<file path="src/rtl/peridot_config_layer_if.sv">
// Byte-stream valid/ready channel used by every port of peridot_config_layer.
// The master drives valid/data and the slave answers with ready.
interface peridot_config_layer_if;
    logic       valid;
    logic       ready;
    logic [7:0] data;

    modport master (output valid, output data, input ready);
    modport slave  (input valid, input data, output ready);
endinterface

</file>
<file path="src/rtl/peridot_config_layer.sv">
// peridot_config_layer: configuration-layer engine between the PERIDOT host
// byte link and the packet layer. It strips escape and configuration command
// bytes from the upstream stream, commits command payloads atomically to
// conf_out, and answers each command with a CONF_BYTES-long status response.
// Optional feature: define PERIDOT_CFG_TIMEOUT_EN to abandon a stalled payload
// after TIMEOUT_CYCLES idle cycles (pulsing conf_timeout).
module peridot_config_layer #(
    parameter int          CONF_BYTES     = 1,
    parameter logic [31:0] CONF_INIT      = 32'h0000_0039,
    parameter logic [7:0]  CMD_CODE       = 8'h3a,
    parameter logic [7:0]  ESC_CODE       = 8'h3d,
    parameter logic [7:0]  ESC_XOR        = 8'h20,
    parameter logic [15:0] TIMEOUT_CYCLES = 16'hffff
) (
    input  logic                      clk,
    input  logic                      reset,
    peridot_config_layer_if.slave     in_bus,
    peridot_config_layer_if.master    out_bus,
    peridot_config_layer_if.slave     pk_bus,
    peridot_config_layer_if.master    resp_bus,
    output logic [8*CONF_BYTES-1:0]   conf_out,
    input  logic [8*CONF_BYTES-1:0]   conf_in,
    output logic                      conf_update,
    output logic                      conf_timeout,
    output logic                      reset_request
);

    typedef enum logic [1:0] {IDLE, ESCAPE, CONFDATA, SENDRESP} state_t;

    localparam logic [1:0] LAST_IDX = 2'(CONF_BYTES - 1);

    state_t     state;
    logic [1:0] idx;
    logic [7:0] shadow [4];
    logic [7:0] resp_q [4];
    logic       mode;
    logic       eff_ready;
    logic       is_special;
    logic       commit;
    logic       tmo_hit;

    // Bit 3 selects normal mode; in config mode pass-through bytes are sunk.
    assign mode          = conf_out[3];
    assign reset_request = ~conf_out[3];
    assign eff_ready     = mode ? out_bus.ready : 1'b1;
    assign commit        = (state == CONFDATA) && in_bus.valid && (idx == LAST_IDX);

    // Combinational pass-through and handshake steering for all four channels.
    always_comb begin
        is_special    = in_bus.valid && ((in_bus.data == CMD_CODE) || (in_bus.data == ESC_CODE));
        in_bus.ready  = eff_ready;
        out_bus.valid = 1'b0;
        out_bus.data  = in_bus.data;
        pk_bus.ready  = resp_bus.ready;
        resp_bus.valid = pk_bus.valid;
        resp_bus.data = pk_bus.data;
        case (state)
            IDLE: begin
                in_bus.ready  = is_special ? 1'b1 : eff_ready;
                out_bus.valid = in_bus.valid && !is_special && mode;
            end
            ESCAPE: begin
                out_bus.data  = in_bus.data ^ ESC_XOR;
                out_bus.valid = in_bus.valid && mode;
            end
            CONFDATA: begin
                in_bus.ready   = 1'b1;
                pk_bus.ready   = 1'b0;
                resp_bus.valid = 1'b0;
            end
            SENDRESP: begin
                in_bus.ready   = 1'b0;
                pk_bus.ready   = 1'b0;
                resp_bus.valid = 1'b1;
                resp_bus.data  = resp_q[idx];
            end
            default: ;
        endcase
    end

    // Protocol FSM: command/escape detection, payload collection, response walk.
    always_ff @(posedge clk) begin
        if (reset) begin
            state       <= IDLE;
            idx         <= 2'd0;
            conf_out    <= CONF_INIT[8*CONF_BYTES-1:0];
            conf_update <= 1'b0;
            for (int b = 0; b < 4; b++) shadow[b] <= 8'h00;
        end else begin
            conf_update <= 1'b0;
            case (state)
                IDLE: begin
                    if (in_bus.valid && (in_bus.data == CMD_CODE)) begin
                        state <= CONFDATA;
                        idx   <= 2'd0;
                    end else if (in_bus.valid && (in_bus.data == ESC_CODE)) begin
                        state <= ESCAPE;
                    end
                end
                ESCAPE: begin
                    if (in_bus.valid && eff_ready) state <= IDLE;
                end
                CONFDATA: begin
                    if (in_bus.valid) begin
                        shadow[idx] <= in_bus.data;
                        if (commit) begin
                            // Final byte bypasses the shadow so all bytes land together.
                            for (int b = 0; b < CONF_BYTES; b++)
                                conf_out[8*b +: 8] <= (b == CONF_BYTES - 1) ? in_bus.data : shadow[b[1:0]];
                            conf_update <= 1'b1;
                            state       <= SENDRESP;
                            idx         <= 2'd0;
                        end else begin
                            idx <= idx + 2'd1;
                        end
                    end else if (tmo_hit) begin
                        state <= IDLE;
                        idx   <= 2'd0;
                    end
                end
                SENDRESP: begin
                    if (resp_bus.ready) begin
                        if (idx == LAST_IDX) begin
                            state <= IDLE;
                            idx   <= 2'd0;
                        end else begin
                            idx <= idx + 2'd1;
                        end
                    end
                end
                default: state <= IDLE;
            endcase
        end
    end

    // Status capture at commit; conf_in is asynchronous and this is its timing cut.
    always_ff @(posedge clk) begin
        if (commit) begin
            for (int b = 0; b < CONF_BYTES; b++) resp_q[b[1:0]] <= conf_in[8*b +: 8];
        end
    end

`ifdef PERIDOT_CFG_TIMEOUT_EN
    logic [15:0] tmo_cnt;

    assign tmo_hit = (state == CONFDATA) && !in_bus.valid && (tmo_cnt == TIMEOUT_CYCLES);

    // Inter-byte idle counter; held at zero outside CONFDATA and on each payload byte.
    always_ff @(posedge clk) begin
        if (reset) begin
            tmo_cnt      <= 16'd0;
            conf_timeout <= 1'b0;
        end else begin
            conf_timeout <= tmo_hit;
            if ((state != CONFDATA) || in_bus.valid) tmo_cnt <= 16'd0;
            else if (!tmo_hit)                       tmo_cnt <= tmo_cnt + 16'd1;
        end
    end
`else
    logic unused_tmo;
    assign unused_tmo   = ^TIMEOUT_CYCLES;
    assign tmo_hit      = 1'b0;
    assign conf_timeout = 1'b0;
`endif

endmodule

</file>
<file path="src/flat_wrapper.sv">
// flat-port wrapper written by rule: the top's interface ports become plain ports
module peridot_config_layer_flat 
#(
    parameter int          CONF_BYTES     = 1,
    parameter logic [31:0] CONF_INIT      = 32'h0000_0039,
    parameter logic [7:0]  CMD_CODE       = 8'h3a,
    parameter logic [7:0]  ESC_CODE       = 8'h3d,
    parameter logic [7:0]  ESC_XOR        = 8'h20,
    parameter logic [15:0] TIMEOUT_CYCLES = 16'hffff
)
  (clk, reset, conf_out, conf_in, conf_update, conf_timeout, reset_request, in_bus_valid, in_bus_data, in_bus_ready, out_bus_valid, out_bus_data, out_bus_ready, pk_bus_valid, pk_bus_data, pk_bus_ready, resp_bus_valid, resp_bus_data, resp_bus_ready);
  peridot_config_layer_if in_bus_i ();
  peridot_config_layer_if out_bus_i ();
  peridot_config_layer_if pk_bus_i ();
  peridot_config_layer_if resp_bus_i ();
  input  logic clk;
  input  logic reset;
  output logic [8*CONF_BYTES-1:0] conf_out;
  input  logic [8*CONF_BYTES-1:0] conf_in;
  output logic conf_update;
  output logic conf_timeout;
  output logic reset_request;
  input wire logic [$bits(in_bus_i.valid)-1:0] in_bus_valid;
  input wire logic [$bits(in_bus_i.data)-1:0] in_bus_data;
  output wire logic [$bits(in_bus_i.ready)-1:0] in_bus_ready;
  output wire logic [$bits(out_bus_i.valid)-1:0] out_bus_valid;
  output wire logic [$bits(out_bus_i.data)-1:0] out_bus_data;
  input wire logic [$bits(out_bus_i.ready)-1:0] out_bus_ready;
  input wire logic [$bits(pk_bus_i.valid)-1:0] pk_bus_valid;
  input wire logic [$bits(pk_bus_i.data)-1:0] pk_bus_data;
  output wire logic [$bits(pk_bus_i.ready)-1:0] pk_bus_ready;
  output wire logic [$bits(resp_bus_i.valid)-1:0] resp_bus_valid;
  output wire logic [$bits(resp_bus_i.data)-1:0] resp_bus_data;
  input wire logic [$bits(resp_bus_i.ready)-1:0] resp_bus_ready;
  assign in_bus_i.valid = in_bus_valid;
  assign in_bus_i.data = in_bus_data;
  assign in_bus_ready = in_bus_i.ready;
  assign out_bus_valid = out_bus_i.valid;
  assign out_bus_data = out_bus_i.data;
  assign out_bus_i.ready = out_bus_ready;
  assign pk_bus_i.valid = pk_bus_valid;
  assign pk_bus_i.data = pk_bus_data;
  assign pk_bus_ready = pk_bus_i.ready;
  assign resp_bus_valid = resp_bus_i.valid;
  assign resp_bus_data = resp_bus_i.data;
  assign resp_bus_i.ready = resp_bus_ready;
  peridot_config_layer #(.CONF_BYTES(CONF_BYTES), .CONF_INIT(CONF_INIT), .CMD_CODE(CMD_CODE), .ESC_CODE(ESC_CODE), .ESC_XOR(ESC_XOR), .TIMEOUT_CYCLES(TIMEOUT_CYCLES)) u_core (.clk(clk), .reset(reset), .in_bus(in_bus_i), .out_bus(out_bus_i), .pk_bus(pk_bus_i), .resp_bus(resp_bus_i), .conf_out(conf_out), .conf_in(conf_in), .conf_update(conf_update), .conf_timeout(conf_timeout), .reset_request(reset_request));
endmodule
</file>
<file path="config.mk">
export PLATFORM = sky130hd
export DESIGN_NAME = peridot_config_layer_flat
export DESIGN_NICKNAME = d
export VERILOG_FILES = /design/src/rtl/peridot_config_layer_if.sv /design/src/rtl/peridot_config_layer.sv /design/src/flat_wrapper.sv
export SDC_FILE = /design/constraint.sdc
export NUM_CORES = 1
export LEC_CHECK = 0
export BUFFER_PORTS_ARGS = -buffer_cell sky130_fd_sc_hd__buf_2
export CORE_MARGIN = 5
export CORE_UTILIZATION = 25
export CTS_CLUSTER_SIZE = 14
export DETAILED_ROUTE_END_ITERATION = 8
export PLACE_DENSITY = 0.54
export SETUP_SLACK_MARGIN = 0.1
export SYNTH_ARGS = -nofsm -noshare
export SYNTH_HDL_FRONTEND = slang
export SYNTH_SLANG_ARGS = --single-unit
export TNS_END_PERCENT = 1
</file>
<file path="constraint.sdc">
create_clock -name clk -period 3.4 [get_ports clk]
set_clock_uncertainty 0.1 [all_clocks]
set_input_delay 0.51 -clock clk [delete_from_list [all_inputs] [get_ports clk]]
set_output_delay 0.51 -clock clk [all_outputs]
set_load 0.02 [all_outputs]
</file>
Word level (Yosys, flattened, before mapping)
Memory sizes are Yosys's and may differ from the RTL's. A register that Yosys moved wholly into a read port is not among the register bits.
Index checks and enable logic that the tools add are counted.
{"block": "totals", "regBits": 13, "latchBits": 0, "mem_bits_rw": 32, "mem_bits_ro": 0, "input_bits": 30, "out_inout_bits": 31, "word_cells": 67, "memories": 1}
{"name": "u_core.resp_q", "words": 4, "word_bits": 8, "read_ports": 1, "rd_clocked_by_memory_dff": 1, "wr": 1, "line": "peridot_config_layer.sv:35", "rtl": "logic [7:0] resp_q [4];"}
{"block": "classes", "addsub": 1, "n_mul": 0, "div": 0, "n_lt_le_gt_ge": 0, "eq_ne": 12, "shift": 0, "muxes": 26, "bitwise_logic": 4, "n_reduce_logical": 19}
{"cell": "$mux 2", "n": 14}
{"cell": "$eq 8x6->1 const B", "n": 2}
{"cell": "$logic_and 1x1->1", "n": 9}
{"cell": "$mux 8", "n": 1}
{"cell": "$ne 2x1->1 const B", "n": 4}
{"cell": "$pmux 2 s4", "n": 1}
{"cell": "$mux 6", "n": 1}
{"cell": "$pmux 2 s3", "n": 1}
{"cell": "$reduce_and 6->1", "n": 1}
{"cell": "$mux 1", "n": 5}
{"cell": "$eq 2x2->1 const B", "n": 2}
{"cell": "$logic_not 2->1", "n": 2}
{"cell": "$ne 2x2->1 const B", "n": 2}
{"cell": "$not 1->1", "n": 4}
{"cell": "$pmux 1 s2", "n": 2}
{"cell": "$reduce_and 4->1", "n": 1}
{"cell": "$ne 3x1->1 const B", "n": 1}
{"cell": "$pmux 1 s3", "n": 1}
{"cell": "$reduce_and 3->1", "n": 1}
{"cell": "$reduce_bool 3->1", "n": 1}
{"cell": "$reduce_or 3->1", "n": 1}
{"cell": "$add 2x1->2 const B", "n": 1}
{"cell": "$eq 2x1->1 const B", "n": 1}
{"cell": "$reduce_or 2->1", "n": 1}
{"cell": "2 further kinds", "n": 2}

Longest topological paths before layout
Gate-level depths: netlist of the first run.
{"block": "logic_depth", "word_depth": 8, "mapped_depth": 7, "depth_no_buf": 6}

Worst setup path before layout of the first run
Ideal clock, no wire load.
{"block": "synth_timing", "path_type": "input to output", "startpoint": "input in_bus_data[0]", "endpoint": "output out_bus_valid", "arrival_ns": 1.531, "required_time_ns": 2.790, "setup_slack_ns": 1.259, "stages": 4, "n_path_buf": 0, "path_cell_list": "and3b_1 -> o211ai_2 -> nor2_1 -> nor4_1"}
{"block": "synth_via", "elab_chain_cells": 7, "elab_cells_between_ends": 8, "cone_classes": "eq/ne (2); mux (1); reduce/logical (5)"}
{"element": "from (decl)", "line": "flat_wrapper.sv:24", "rtl": "input wire logic [$bits(in_bus_i.data)-1:0] in_bus_data;"}
{"element": "$eq 8x6->1", "line": "peridot_config_layer.sv:50", "rtl": "is_special = in_bus.valid && ((in_bus.data == CMD_CODE) || (in_bus.data == ESC_CODE));"}
{"element": "$logic_or 1x1->1 *", "line": "peridot_config_layer.sv:50"}
{"element": "$logic_and 1x1->1 *", "line": "peridot_config_layer.sv:50"}
{"element": "$logic_not 1->1 *", "line": "peridot_config_layer.sv:60", "rtl": "out_bus.valid = in_bus.valid && !is_special && mode;"}
{"element": "$logic_and 1x1->1 * (2 in series)", "line": "peridot_config_layer.sv:60"}
{"element": "$pmux 1 s2 *", "line": "peridot_config_layer.sv:57", "rtl": "case (state)"}
{"element": "to (decl)", "line": "flat_wrapper.sv:26", "rtl": "output wire logic [$bits(out_bus_i.valid)-1:0] out_bus_valid;"}
Mark *: on every way between the ends. The rest lies on a longest branch, timed or not.

Worst setup path in the final report of the first run
{"block": "layout_timing", "startpoint": "register u_core.state[0]", "endpoint": "output resp_bus_data[5]"}
{"block": "layout_via", "elab_chain_cells": 2}
{"element": "from (decl)", "line": "peridot_config_layer.sv:32", "rtl": "state_t state;"}
{"element": "from (signal assigned)", "line": "peridot_config_layer.sv:84", "rtl": "state <= IDLE;"}
{"element": "from (signal assigned)", "line": "peridot_config_layer.sv:94", "rtl": "state <= CONFDATA;"}
{"element": "from (signal assigned)", "line": "peridot_config_layer.sv:97", "rtl": "state <= ESCAPE;"}
{"element": "$eq 2x2->1", "line": "peridot_config_layer.sv:57"}
{"element": "$mux 8", "line": "peridot_config_layer.sv:57"}
{"element": "to (decl)", "line": "flat_wrapper.sv:33", "rtl": "output wire logic [$bits(resp_bus_i.data)-1:0] resp_bus_data;"}
Every way passes these cells.

==> qor.json, run 1 <==
{
  "timing_worst_slew_pin_value": {"value": 0.5881, "unit": "ns"},
  "power.share.switching": {"value": 0.2529},
  "floorplan.die_area": {"value": 5894, "unit": "µm²"},
  "p_seq_frac": {"value": 0.526},
  "grt_setup_unrepaired": {"value": "no"},
  "worstSkewPairLatency": {"value": 0.26, "unit": "ns"},
  "p_total": {"value": 0.0004980, "unit": "W"},
  "final_net_count": {"value": 190},
  "cts_root_buf": {"value": "sky130_fd_sc_hd__clkbuf_8"},
  "worstRegToRegCells": {"value": 5},
  "initial_antenna_violation_count": {"value": 0},
  "core_region_area": {"value": 4354, "unit": "µm²"},
  "place.port_buffers": {"value": 59},
  "post-route-period-util": {"value": 0.7386},
  "cp_data_required_time": {"value": 2.79, "unit": "ns"},
  "area.sequential": {"value": 500.5, "unit": "µm²"},
  "drive_gt1_frac": {"value": 0.4777},
  "run_status": {"value": "completed"},
  "synthDistinctLibCells": {"value": 40},
  "utilization": {"value": 0.3322},
  "routed_wire_length_per_instance": {"value": 14.01, "unit": "µm"},
  "hold_depth": {"value": 1},
  "postCtsSetupBuffers": {"value": 0},
  "path_max_fanout": {"value": 15},
  "total_routed_wirelength": {"value": 2.929, "unit": "mm"},
  "number_of_global_route_vias_before_repair": {"value": 1017},
  "post_synth.cell_area_avg": {"value": 10.42, "unit": "µm²"},
  "drtIter0Drc": {"value": 30},
  "cap_viol_max_count": {"value": 0},
  "timing.critical_path.arrival": {"value": 1.90, "unit": "ns"},
  "finalSetupTns": {"value": 0, "unit": "ns"},
  "crit-reg2reg-capture": {"value": "u_core.conf_out[0]$_SDFFE_PP1P_"},
  "clk_transition_reported_paths": {"value": 0.08, "unit": "ns"},
  "drc": {"value": 0},
  "powerDensity": {"value": 344.3, "unit": "nW/µm²"},
  "cts-root-to-sink-buffers": {"value": 2},
  "setup_viol_count_final": {"value": 0},
  "post_synth_instance_area": {"value": 1115, "unit": "µm²"},
  "timing_max_transition_violations_final": {"value": 0},
  "groute.usage.overall": {"value": 0.1014},
  "criticalPathCategory": {"value": "flop to output port"},
  "period_minus_slack": {"value": 2.511, "unit": "ns"},
  "dp.final_hpwl": {"value": 2.323, "unit": "mm"},
  "holdPathEnd": {"value": "u_core.resp_q[0][1]$_DFFE_PP_"},
  "ys_warn_count": {"value": 0},
  "most-common-layout-cells": {"value": "sky130_fd_sc_hd__buf_2, sky130_fd_sc_hd__dfxtp_1, sky130_fd_sc_hd__nor2_1"},
  "start_kind": {"value": "flop"},
  "finalWorstSetupSlack": {"value": 0.8889, "unit": "ns"},
  "synthToLayoutAreaGrowth": {"value": 29.74, "unit": "%"},
  "placedInstanceArea": {"value": 1400, "unit": "µm²"},
  "cp-end-kind": {"value": "output port"},
  "synth_sequential_area_ratio": {"value": 0.4489},
  "aggregate_global_routing_overflow": {"value": 0},
  "antennaDiodeCount": {"value": 0},
  "r2r_slack": {"value": 1.23, "unit": "ns"},
  "p_int": {"value": 0.0003721, "unit": "W"},
  "starting_utilization_of_the_core_area": {"value": 0.2560},
  "grt_first_pass_wirelength": {"value": 4.905, "unit": "mm"},
  "post_cts_resize_count": {"value": 0},
  "worst_ir_drop_vdd": {"value": 134.6, "unit": "µV"},
  "routabilityCongestion": {"value": 0.6939},
  "synthArstFlopShare": {"value": 0},
  "holdBufCountCts": {"value": 0},
  "power_frac_clock": {"value": 0.332},
  "fin_area": {"value": 1446, "unit": "µm²"},
  "numCtsBuffers": {"value": 3},
  "layout.filler_cells": {"value": 457},
  "routed-via-count": {"value": 942},
  "clkSinkCount": {"value": 21},
  "dieHeight": {"value": 76.78, "unit": "µm"},
  "top_level_ports": {"value": 61},
  "cts.htree.levels": {"value": 1},
  "max_slew_margin": {"value": 0.6026},
  "timing.hold.worst.class": {"value": "input pin to flop"},
  "synth.net_count": {"value": 139},
  "min_delay_startpoint": {"value": "conf_in[1]"},
  "dieWidth": {"value": 76.78, "unit": "µm"},
  "drt_pass1_iterations": {"value": 4},
  "power_leakage": {"value": 0.6163, "unit": "nW"},
  "cts_tree": {"value": "done"},
  "detailedPlace.worstSlack": {"value": 1.157, "unit": "ns"},
  "final_report_hold_violation_count": {"value": 0},
  "p_switching": {"value": 0.0001260, "unit": "W"},
  "multi_input_comb_area": {"value": 508.0, "unit": "µm²"},
  "yosys_register_bits": {"value": 21},
  "number_of_flops_mapped_to_enable_cells_by_yosys": {"value": 8},
  "drtAntennaViolNets": {"value": 0},
  "highest_attainable_clock_frequency": {"value": 0.3982, "unit": "GHz"},
  "synth_flop_cell": {"value": "sky130_fd_sc_hd__dfxtp_1"},
  "placementRows": {"value": 24},
  "power_frac_comb": {"value": 0.142},
  "mostFrequentLayoutCell": {"value": "sky130_fd_sc_hd__buf_2"},
  "syn_inst": {"value": 107},
  "route.detailed.vias_per_inst": {"value": 4.507},
  "grt_start_max_net_pins": {"value": 18},
  "timing.rr.start": {"value": "u_core.state[1]$_SDFFE_PP0P_"}
}
-- sequential cells by signal (all words and copies together), names as in the netlist --
signal,count
u_core.conf_out,8
u_core.resp_q,8
u_core.idx,2
u_core.state,2
u_core.conf_update,1
-- logic make-up (layout without fill, tap and decap cells) --
logic type | count (synthesis) | after routing | synth area share
other | 1 | 1 | 0.003364
DFF | 21 | 21 | 0.4489
muxes | 13 | 13 | 0.1257
AOI/OAI and AO/OA | 18 | 18 | 0.1324
adders and majority gates | 2 | 2 | 0.02244
buffers and inverters | 20 | 70 | 0.09764
and+or+nand+nor | 31 | 31 | 0.1616
xor gates and xnor gates | 1 | 1 | 0.007858
-- synthesized netlist by cell type, types with 3 or more instances --
cell / count / area share
sky130_fd_sc_hd__nor2b_1: 5 / 0.028
sky130_fd_sc_hd__edfxtp_1: 8 / 0.22
sky130_fd_sc_hd__nand2_1: 4 / 0.013
sky130_fd_sc_hd__dfxtp_1: 13 / 0.23
sky130_fd_sc_hd__mux2_1: 5 / 0.051
sky130_fd_sc_hd__buf_4: 8 / 0.054
sky130_fd_sc_hd__clkbuf_1: 4 / 0.013
sky130_fd_sc_hd__a211o_1: 4 / 0.031
sky130_fd_sc_hd__nor2_1: 11 / 0.037
sky130_fd_sc_hd__mux2i_1: 5 / 0.045
sky130_fd_sc_hd__mux2_2: 3 / 0.030
sky130_fd_sc_hd__inv_1: 3 / 0.010
-- layout make-up --
type,count,share of cell area
timing repair buffer,60,0.2093
inverter,6,0.01644
tap,52,0.04498
clock buffer,3,0.02855
clock inverter,1,0.003460
sequential,21,0.3460
multi-input combinational,66,0.3512
-- layer usage --
layer / vias up / track usage / part of all wire
li1: 476 / - / -
met1: 415 / 0.1225 / 0.44
met2: 47 / 0.1647 / 0.45
met3: 4 / 0.02576 / 0.085
met4: 0 / 0.05245 / 0.022
met5: - / 0 / 0
-- critical path: stages (launching register included) --
cell                      delay (ns)
sky130_fd_sc_hd__dfxtp_1        0.67
sky130_fd_sc_hd__nand2_1        0.39
sky130_fd_sc_hd__mux2_1         0.41
sky130_fd_sc_hd__buf_2          0.16
-- through the flow --
stage / hold WS [ns] / std cells
final: 0.3189 / 209
after global routing: 0.3080 / 209
after CTS: 0.3136 / 209
after detailed placement: 0.3854 / 205
after global placement: 0.3733 / 205
after floorplan: 0.3817 / 107
-- how the worst max path moves through the flow --
stage                                       from               end  slack (ns)  depth (start not counted)
finish              u_core.state[0]$_SDFFE_PP0P_  resp_bus_data[5]        0.89                          3
global placement    u_core.state[1]$_SDFFE_PP0P_  resp_bus_data[1]        1.22                          3
CTS                 u_core.state[1]$_SDFFE_PP0P_  resp_bus_data[5]        0.85                          3
global route        u_core.state[1]$_SDFFE_PP0P_  resp_bus_data[1]        0.72                          3
floorplan                         in_bus_data[0]     out_bus_valid        1.26                          4
detailed placement  u_core.state[0]$_SDFFE_PP0P_  resp_bus_data[5]        1.16                          3
-- power groups by stage --
stage               registers [W]  clock network [W]   logic, W
floorplan                0.000267                  0  0.0000419
global placement         0.000268                  0  0.0000709
detailed placement       0.000268                  0  0.0000719
CTS                      0.000262           0.000173  0.0000723
global route             0.000262           0.000184  0.0000774
finish                   0.000262           0.000165  0.0000710
(Power assumes the default switching activity.)
==> inputs of run 2 (changes only) <==
==> constraint.sdc (replaced) <==
create_clock -name clk -period 2.6 [get_ports clk]
set_clock_uncertainty 0.1 [all_clocks]
set_input_delay 0.39 -clock clk [delete_from_list [all_inputs] [get_ports clk]]
set_output_delay 0.39 -clock clk [all_outputs]
set_load 0.02 [all_outputs]
==> run 2 against run 1 <==
Effect of this change:
- combinational power is 31% higher
- sequential power is 31% higher
- wire length shrank 3.0%
- power rose by 30%
- first-iteration DRC count up 13%
- die area is the same
- clock-buffer cell count did not move
- cell area grew 0.61%
- via count grew 3.0%
- utilization rose by 0.20 points
- non-clock buffer count rose by 1
- critical path type unchanged
- critical endpoint is now resp_bus_data[6]
==> qor.json, run 2 (synthesis results as in run 1) <==
{
  "run_status": {"value": "completed"},
  "top_level_ports": {"value": 61},
  "path_max_fanout": {"value": 15},
  "route.detailed.vias_per_inst": {"value": 4.619},
  "numCtsBuffers": {"value": 3},
  "cts-root-to-sink-buffers": {"value": 2},
  "timing.critical_path.arrival": {"value": 1.62, "unit": "ns"},
  "initial_antenna_violation_count": {"value": 0},
  "power_frac_comb": {"value": 0.143},
  "drive_gt1_frac": {"value": 0.4873},
  "utilization": {"value": 0.3342},
  "setup_viol_count_final": {"value": 0},
  "cts_root_buf": {"value": "sky130_fd_sc_hd__clkbuf_8"},
  "grt_start_max_net_pins": {"value": 16},
  "final_report_hold_violation_count": {"value": 0},
  "power.share.switching": {"value": 0.2482},
  "cap_viol_max_count": {"value": 0},
  "critical-path-top-delay-family": {"value": "flip-flops"},
  "finalSetupTns": {"value": 0, "unit": "ns"},
  "timing_max_transition_violations_final": {"value": 0},
  "routed-via-count": {"value": 970},
  "p_int": {"value": 0.0004865, "unit": "W"},
  "cp-end-kind": {"value": "output port"},
  "highest_attainable_clock_frequency": {"value": 0.4731, "unit": "GHz"},
  "grt_setup_unrepaired": {"value": "no"},
  "total_routed_wirelength": {"value": 2.840, "unit": "mm"},
  "dieHeight": {"value": 76.78, "unit": "µm"},
  "period_minus_slack": {"value": 2.114, "unit": "ns"},
  "drt_pass1_iterations": {"value": 3},
  "number_of_global_route_vias_before_repair": {"value": 1057},
  "synthToLayoutAreaGrowth": {"value": 30.53, "unit": "%"},
  "placed_cells": {"value": 206},
  "detailedPlace.worstSlack": {"value": 0.5062, "unit": "ns"},
  "dieWidth": {"value": 76.78, "unit": "µm"},
  "max_slew_margin": {"value": 0.6416},
  "worstRegToRegCells": {"value": 7},
  "place.port_buffers": {"value": 59},
  "routabilityCongestion": {"value": 0.7587},
  "most-common-layout-cells": {"value": "sky130_fd_sc_hd__buf_2, sky130_fd_sc_hd__dfxtp_1, sky130_fd_sc_hd__nor2_1"},
  "starting_utilization_of_the_core_area": {"value": 0.2560},
  "p_seq_frac": {"value": 0.529},
  "grt_first_pass_wirelength": {"value": 4.788, "unit": "mm"},
  "power_frac_clock": {"value": 0.328},
  "aggregate_global_routing_overflow": {"value": 0},
  "hold_depth": {"value": 1},
  "groute.usage.overall": {"value": 0.09922},
  "worst_ir_drop_vdd": {"value": 126.8, "unit": "µV"},
  "drtIter0Drc": {"value": 34},
  "cts.htree.levels": {"value": 1},
  "fin_area": {"value": 1455, "unit": "µm²"},
  "cp_num_cells": {"value": 3},
  "dp.final_hpwl": {"value": 2.271, "unit": "mm"},
  "finalWorstSetupSlack": {"value": 0.4865, "unit": "ns"},
  "worstSkewPairLatency": {"value": 0.26, "unit": "ns"},
  "final-instance-count-excl-fill": {"value": 210},
  "criticalPathCategory": {"value": "flop to output port"},
  "cp_data_required_time": {"value": 2.11, "unit": "ns"},
  "placementRows": {"value": 24},
  "min_delay_startpoint": {"value": "conf_in[1]"},
  "setup.worst_path.end": {"value": "resp_bus_data[6]"},
  "timing.hold.worst.class": {"value": "input pin to flop"},
  "cells_along_the_critical_path": {"value": "nand2_1, mux2_1, buf_2"},
  "antennaDiodeCount": {"value": 0},
  "start_kind": {"value": "flop"},
  "p_switching": {"value": 0.0001606, "unit": "W"},
  "r2r_slack": {"value": 0.59, "unit": "ns"},
  "cts_tree": {"value": "done"},
  "drtAntennaViolNets": {"value": 0},
  "mostFrequentLayoutCell": {"value": "sky130_fd_sc_hd__buf_2"},
  "final_net_count": {"value": 191},
  "clkSinkCount": {"value": 21},
  "cp_num_buf_inv": {"value": 1},
  "routed_wire_length_per_instance": {"value": 13.52, "unit": "µm"},
  "timing.rr.start": {"value": "u_core.idx[0]$_SDFFE_PP0P_"},
  "timing_worst_slew_pin_value": {"value": 0.5303, "unit": "ns"},
  "cpPeakStageDelay": {"value": 0.51, "unit": "ns"},
  "drc": {"value": 0},
  "crit_start": {"value": "u_core.state[0]$_SDFFE_PP0P_"},
  "holdBufCountCts": {"value": 0},
  "floorplan.die_area": {"value": 5894, "unit": "µm²"},
  "powerDensity": {"value": 444.7, "unit": "nW/µm²"},
  "crit-reg2reg-capture": {"value": "u_core.conf_out[0]$_SDFFE_PP1P_"},
  "clk_transition_reported_paths": {"value": 0.08, "unit": "ns"},
  "core_region_area": {"value": 4354, "unit": "µm²"},
  "slowest_stage": {"value": "sky130_fd_sc_hd__dfxtp_2"},
  "post-route-period-util": {"value": 0.8129},
  "power_leakage": {"value": 0.6222, "unit": "nW"},
  "placedInstanceArea": {"value": 1408, "unit": "µm²"}
}
==> run 2: cell types whose count changed in the layout (fill, tap and decap cells not counted), sizes merged <==
| cell | delta |
|---|---|
| buf | +1 |
==> run 2: worst reg2reg max path, delay by kind of cell (launching register included) <==
kind	cells	cell delay, ns
flip-flops	1	0.32
buffers and inverters	2	0.39
adder cells (fa/ha/maj)	1	0.23
AO/OA/AOI/OAI	1	0.26
AND/OR/NAND/NOR	3	0.61
==> run 2: worst min path at each step <==
stage	endpoint	slack, ns
2_1_floorplan	u_core.idx[1]$_SDFFE_PP0P_	0.38
3_3_place_gp	u_core.conf_out[1]$_SDFFE_PP0P_	0.38
3_5_place_dp	u_core.conf_out[6]$_SDFFE_PP0P_	0.39
4_1_cts	u_core.resp_q[0][1]$_DFFE_PP_	0.19
5_1_grt	u_core.resp_q[0][1]$_DFFE_PP_	0.19
6_report	u_core.resp_q[0][1]$_DFFE_PP_	0.20
==> run 2: per-stage QoR <==
step | total power [W] | hold WS (ns)
global route | 0.0006824 | 0.1910
CTS | 0.0006626 | 0.1942
global placement | 0.0004424 | 0.3763
finish | 0.0006471 | 0.2031
floorplan | 0.0004046 | 0.3817
detailed placement | 0.0004436 | 0.3943
==> run 2: timing repair <==
action | in CTS | in global routing
endpoints found under the setup margin | 0 | 4
setup buffers | 0 | 0
resized for setup | 0 | 1
==> run 2: layout make-up <==
type / count / area, µm²
Inverter: 6 / 23.77
Fill cell: 456 / 2899
Tap cell: 52 / 65.06
Multi-Input combinational cell: 66 / 508.0
Sequential cell: 21 / 501.7
Clock buffer: 3 / 41.29
Timing Repair Buffer: 61 / 310.3
Clock inverter: 1 / 5.005
==> run 2: metal layers <==
| layer | global-route usage | wire length, µm |
|---|---|---|
| met1 | 0.1052 | 1174 |
| met2 | 0.1757 | 1319 |
| met3 | 0.02927 | 285 |
| met4 | 0.05070 | 61 |
| met5 | 0 | 0 |
==> run 2: power groups by stage <==
stage | Clock [W] | Sequential (W) | Combinational [W]
after detailed placement | 0 | 0.000350 | 0.0000938
final | 0.000212 | 0.000342 | 0.0000928
after CTS | 0.000226 | 0.000342 | 0.0000942
after floorplan | 0 | 0.000350 | 0.0000548
after global routing | 0.000239 | 0.000342 | 0.000101
after global placement | 0 | 0.000350 | 0.0000927
==> inputs of run 3 (changes only) <==
--- a/config.mk
+++ b/config.mk
@@ -5,12 +5,13 @@
 export SDC_FILE = /design/constraint.sdc
 export NUM_CORES = 1
 export LEC_CHECK = 0
+export ABC_AREA = 1
 export BUFFER_PORTS_ARGS = -buffer_cell sky130_fd_sc_hd__buf_2
 export CORE_MARGIN = 5
 export CORE_UTILIZATION = 25
 export CTS_CLUSTER_SIZE = 14
 export DETAILED_ROUTE_END_ITERATION = 8
-export PLACE_DENSITY = 0.54
+export PLACE_DENSITY = 0.55
 export SETUP_SLACK_MARGIN = 0.1
 export SYNTH_ARGS = -nofsm -noshare
 export SYNTH_HDL_FRONTEND = slang
==> constraint.sdc (replaced) <==
create_clock -name clk -period 1.8 [get_ports clk]
set_clock_uncertainty 0.1 [all_clocks]
set_input_delay 0.27 -clock clk [delete_from_list [all_inputs] [get_ports clk]]
set_output_delay 0.27 -clock clk [all_outputs]
set_load 0.02 [all_outputs]
==> run 3 against run 2 <==
Effect of this change:
- via count increased by 14%
- sequential share of layout area shrank 0.67 points
- flip-flop and latch count is the same
- hold slack got worse by 0.13 ns
- synthesized cell count up 38%
- power increased by 51%
- clock-buffer cell count unchanged
- highest routed layer unchanged
==> qor.json, run 3 <==
{
  "run_status": {"value": "completed"},
  "synthDistinctLibCells": {"value": 27},
  "groute.usage.overall": {"value": 0.1051},
  "post_synth_instance_area": {"value": 1151, "unit": "µm²"},
  "cts_tree": {"value": "done"},
  "timing.critical_path.arrival": {"value": 1.29, "unit": "ns"},
  "most-common-layout-cells": {"value": "sky130_fd_sc_hd__buf_2, sky130_fd_sc_hd__nand2_1, sky130_fd_sc_hd__nor2_1"},
  "drtAntennaViolNets": {"value": 0},
  "highest_attainable_clock_frequency": {"value": 0.6020, "unit": "GHz"},
  "timing.rr.start": {"value": "u_core.idx[0]$_SDFFE_PP0P_"},
  "core_region_area": {"value": 4414, "unit": "µm²"},
  "top_level_ports": {"value": 61},
  "ys_warn_count": {"value": 0},
  "postCtsSetupBuffers": {"value": 0},
  "final_net_count": {"value": 235},
  "routed-via-count": {"value": 1106},
  "numCtsBuffers": {"value": 3},
  "grt_setup_unrepaired": {"value": "yes"},
  "routed_wire_length_per_instance": {"value": 12.21, "unit": "µm"},
  "criticalPathCategory": {"value": "flop to output port"},
  "synth_flop_cell": {"value": "sky130_fd_sc_hd__dfxtp_1"},
  "grt_start_max_net_pins": {"value": 18},
  "path_max_fanout": {"value": 7},
  "dieWidth": {"value": 77.86, "unit": "µm"},
  "total_routed_wirelength": {"value": 3.102, "unit": "mm"},
  "cts_root_buf": {"value": "sky130_fd_sc_hd__clkbuf_8"},
  "synth.net_count": {"value": 180},
  "grt_first_pass_wirelength": {"value": 5.147, "unit": "mm"},
  "met2_wirelength": {"value": 1.345, "unit": "mm"},
  "synthArstFlopShare": {"value": 0},
  "timing_max_transition_violations_final": {"value": 0},
  "holdBufCountCts": {"value": 0},
  "placementRows": {"value": 24},
  "power_leakage": {"value": 0.7809, "unit": "nW"},
  "crit_start": {"value": "u_core.state[1]$_SDFFE_PP0P_"},
  "worst_hold_slack": {"value": 0.07528, "unit": "ns"},
  "synth_sequential_area_ratio": {"value": 0.4348},
  "post_cts_resize_count": {"value": 1},
  "initial_antenna_violation_count": {"value": 0},
  "worstSkewPairLatency": {"value": 0.26, "unit": "ns"},
  "cts.htree.levels": {"value": 1},
  "number_of_flops_mapped_to_enable_cells_by_yosys": {"value": 8},
  "synth.top_cell.area_share": {"value": 0.2261},
  "yosys.cell_count.top_type": {"value": "sky130_fd_sc_hd__nand2_1"},
  "antennaDiodeCount": {"value": 0},
  "floorplan.die_area": {"value": 6061, "unit": "µm²"},
  "drive_gt1_frac": {"value": 0.3812},
  "yosys_register_bits": {"value": 21},
  "wl_met1": {"value": 1.456, "unit": "mm"},
  "ys_top_cells_by_count": {"value": "sky130_fd_sc_hd__nand2_1, sky130_fd_sc_hd__nor2_1, sky130_fd_sc_hd__dfxtp_1"},
  "syn_inst": {"value": 148},
  "utilization": {"value": 0.3387},
  "number_of_global_route_vias_before_repair": {"value": 1049},
  "period_minus_slack": {"value": 1.661, "unit": "ns"},
  "starting_utilization_of_the_core_area": {"value": 0.2608},
  "min_delay_startpoint": {"value": "conf_in[7]"},
  "mostFrequentLayoutCell": {"value": "sky130_fd_sc_hd__buf_2"},
  "powerDensity": {"value": 654.6, "unit": "nW/µm²"},
  "clk_transition_reported_paths": {"value": 0.08, "unit": "ns"},
  "start_kind": {"value": "flop"},
  "timing.hold.worst.class": {"value": "input pin to flop"},
  "routabilityCongestion": {"value": 0.8034},
  "final_report_hold_violation_count": {"value": 0},
  "drt_pass1_iterations": {"value": 4},
  "cp_data_required_time": {"value": 1.43, "unit": "ns"},
  "hold_depth": {"value": 1},
  "drc": {"value": 0},
  "dp.final_hpwl": {"value": 2.449, "unit": "mm"},
  "cap_viol_max_count": {"value": 0},
  "worst_ir_drop_vdd": {"value": 209.0, "unit": "µV"},
  "clkSinkCount": {"value": 21},
  "setup_viol_count_final": {"value": 0},
  "dieHeight": {"value": 77.86, "unit": "µm"},
  "synthToLayoutAreaGrowth": {"value": 29.89, "unit": "%"},
  "synth.largest_area_cell": {"value": "sky130_fd_sc_hd__dfxtp_1"},
  "cts-root-to-sink-buffers": {"value": 2},
  "post-route-period-util": {"value": 0.9229},
  "place.port_buffers": {"value": 59},
  "synth_area_leaders": {"value": "sky130_fd_sc_hd__dfxtp_1, sky130_fd_sc_hd__edfxtp_1, sky130_fd_sc_hd__nand2_1, sky130_fd_sc_hd__buf_4, sky130_fd_sc_hd__nor2_1"},
  "cp-end-kind": {"value": "output port"},
  "route.detailed.vias_per_inst": {"value": 4.354},
  "post_synth.cell_area_avg": {"value": 7.778, "unit": "µm²"},
  "worstRegToRegCells": {"value": 8},
  "aggregate_global_routing_overflow": {"value": 0},
  "drtIter0Drc": {"value": 60},
  "wl_met3": {"value": 242, "unit": "µm"},
  "top_layer": {"value": "met4"},
  "finalSetupTns": {"value": 0, "unit": "ns"}
}
run 3: changes by cell type after synthesis, moves of 3 or more:
| cell | previous run | this run |
|---|---|---|
| sky130_fd_sc_hd__nand3_1 | 2 | 9 |
| sky130_fd_sc_hd__nor2_1 | 11 | 14 |
| sky130_fd_sc_hd__a211o_1 | 4 | 0 |
| sky130_fd_sc_hd__nor2b_1 | 5 | 0 |
| sky130_fd_sc_hd__mux2i_1 | 5 | 0 |
| sky130_fd_sc_hd__mux2_1 | 5 | 0 |
| sky130_fd_sc_hd__nand2_1 | 4 | 48 |
| sky130_fd_sc_hd__o21ai_0 | 0 | 4 |
| sky130_fd_sc_hd__mux2_2 | 3 | 0 |
| sky130_fd_sc_hd__inv_1 | 3 | 12 |
| sky130_fd_sc_hd__clkbuf_1 | 4 | 0 |
| sky130_fd_sc_hd__a21oi_1 | 1 | 8 |
run 3: kinds of logic after synthesis:
group,after synthesis,share of synthesized area
adder cells (fa/ha/maj),2,0.02174
flip-flops,21,0.4348
AND/OR/NAND/NOR,84,0.3489
other,1,0.003258
AO/OA/AOI/OAI,15,0.06956
buffers and inverters,24,0.1141
XOR/XNOR,1,0.007610
run 3: layout make-up:
| class | count | area (µm²) |
|---|---|---|
| clock inverter | 1 | 5.005 |
| tap | 52 | 65.06 |
| clock buffer | 3 | 41.29 |
| timing repair buffer | 59 | 295.3 |
| multi-input combinational | 103 | 519.2 |
| fill | 505 | 2919 |
| inverter | 15 | 63.81 |
| sequential | 21 | 505.5 |
run 3: critical path, cell delays in order, from the launching register on:
cell and delay (ns):
sky130_fd_sc_hd__dfxtp_2 0.40, sky130_fd_sc_hd__inv_2 0.11, sky130_fd_sc_hd__nor2_8 0.15, sky130_fd_sc_hd__a21oi_1 0.05
sky130_fd_sc_hd__o21ai_0 0.10, sky130_fd_sc_hd__buf_2 0.21
run 3: worst paths after layout:
path	slack [ns]	end
max	0.14	in_bus_ready
min reg2reg	0.37	u_core.idx[0]$_SDFFE_PP0P_
min	0.08	u_core.resp_q[0][7]$_DFFE_PP_
max reg2reg	0.36	u_core.state[0]$_SDFFE_PP0P_
run 3: power by group:
group	internal, W	switching (W)	total [W]
Clock	0.000154	0.000160	0.000315
Sequential	0.000495	0.00000982	0.000505
Combinational	0.0000621	0.0000968	0.000159
Total	0.000712	0.000267	0.000979
run 3: per-stage QoR:
step                cell area, µm²  setup slack [ns]  power [W]  cells
CTS                           1491           0.01006  0.0009978    254
finish                        1495            0.1389  0.0009788    254
detailed placement            1444            0.2084  0.0006749    250
floorplan                     1151            0.3136  0.0006162    148
global route                  1495           0.01585   0.001031    254
global placement              1444            0.1546  0.0006750    250
run 3: layer usage:
layer / vias to the layer above / global-route usage
li1: 576 / -
met1: 477 / 0.1364
met2: 48 / 0.1678
met3: 5 / 0.02083
met4: 0 / 0.04639
met5: - / 0
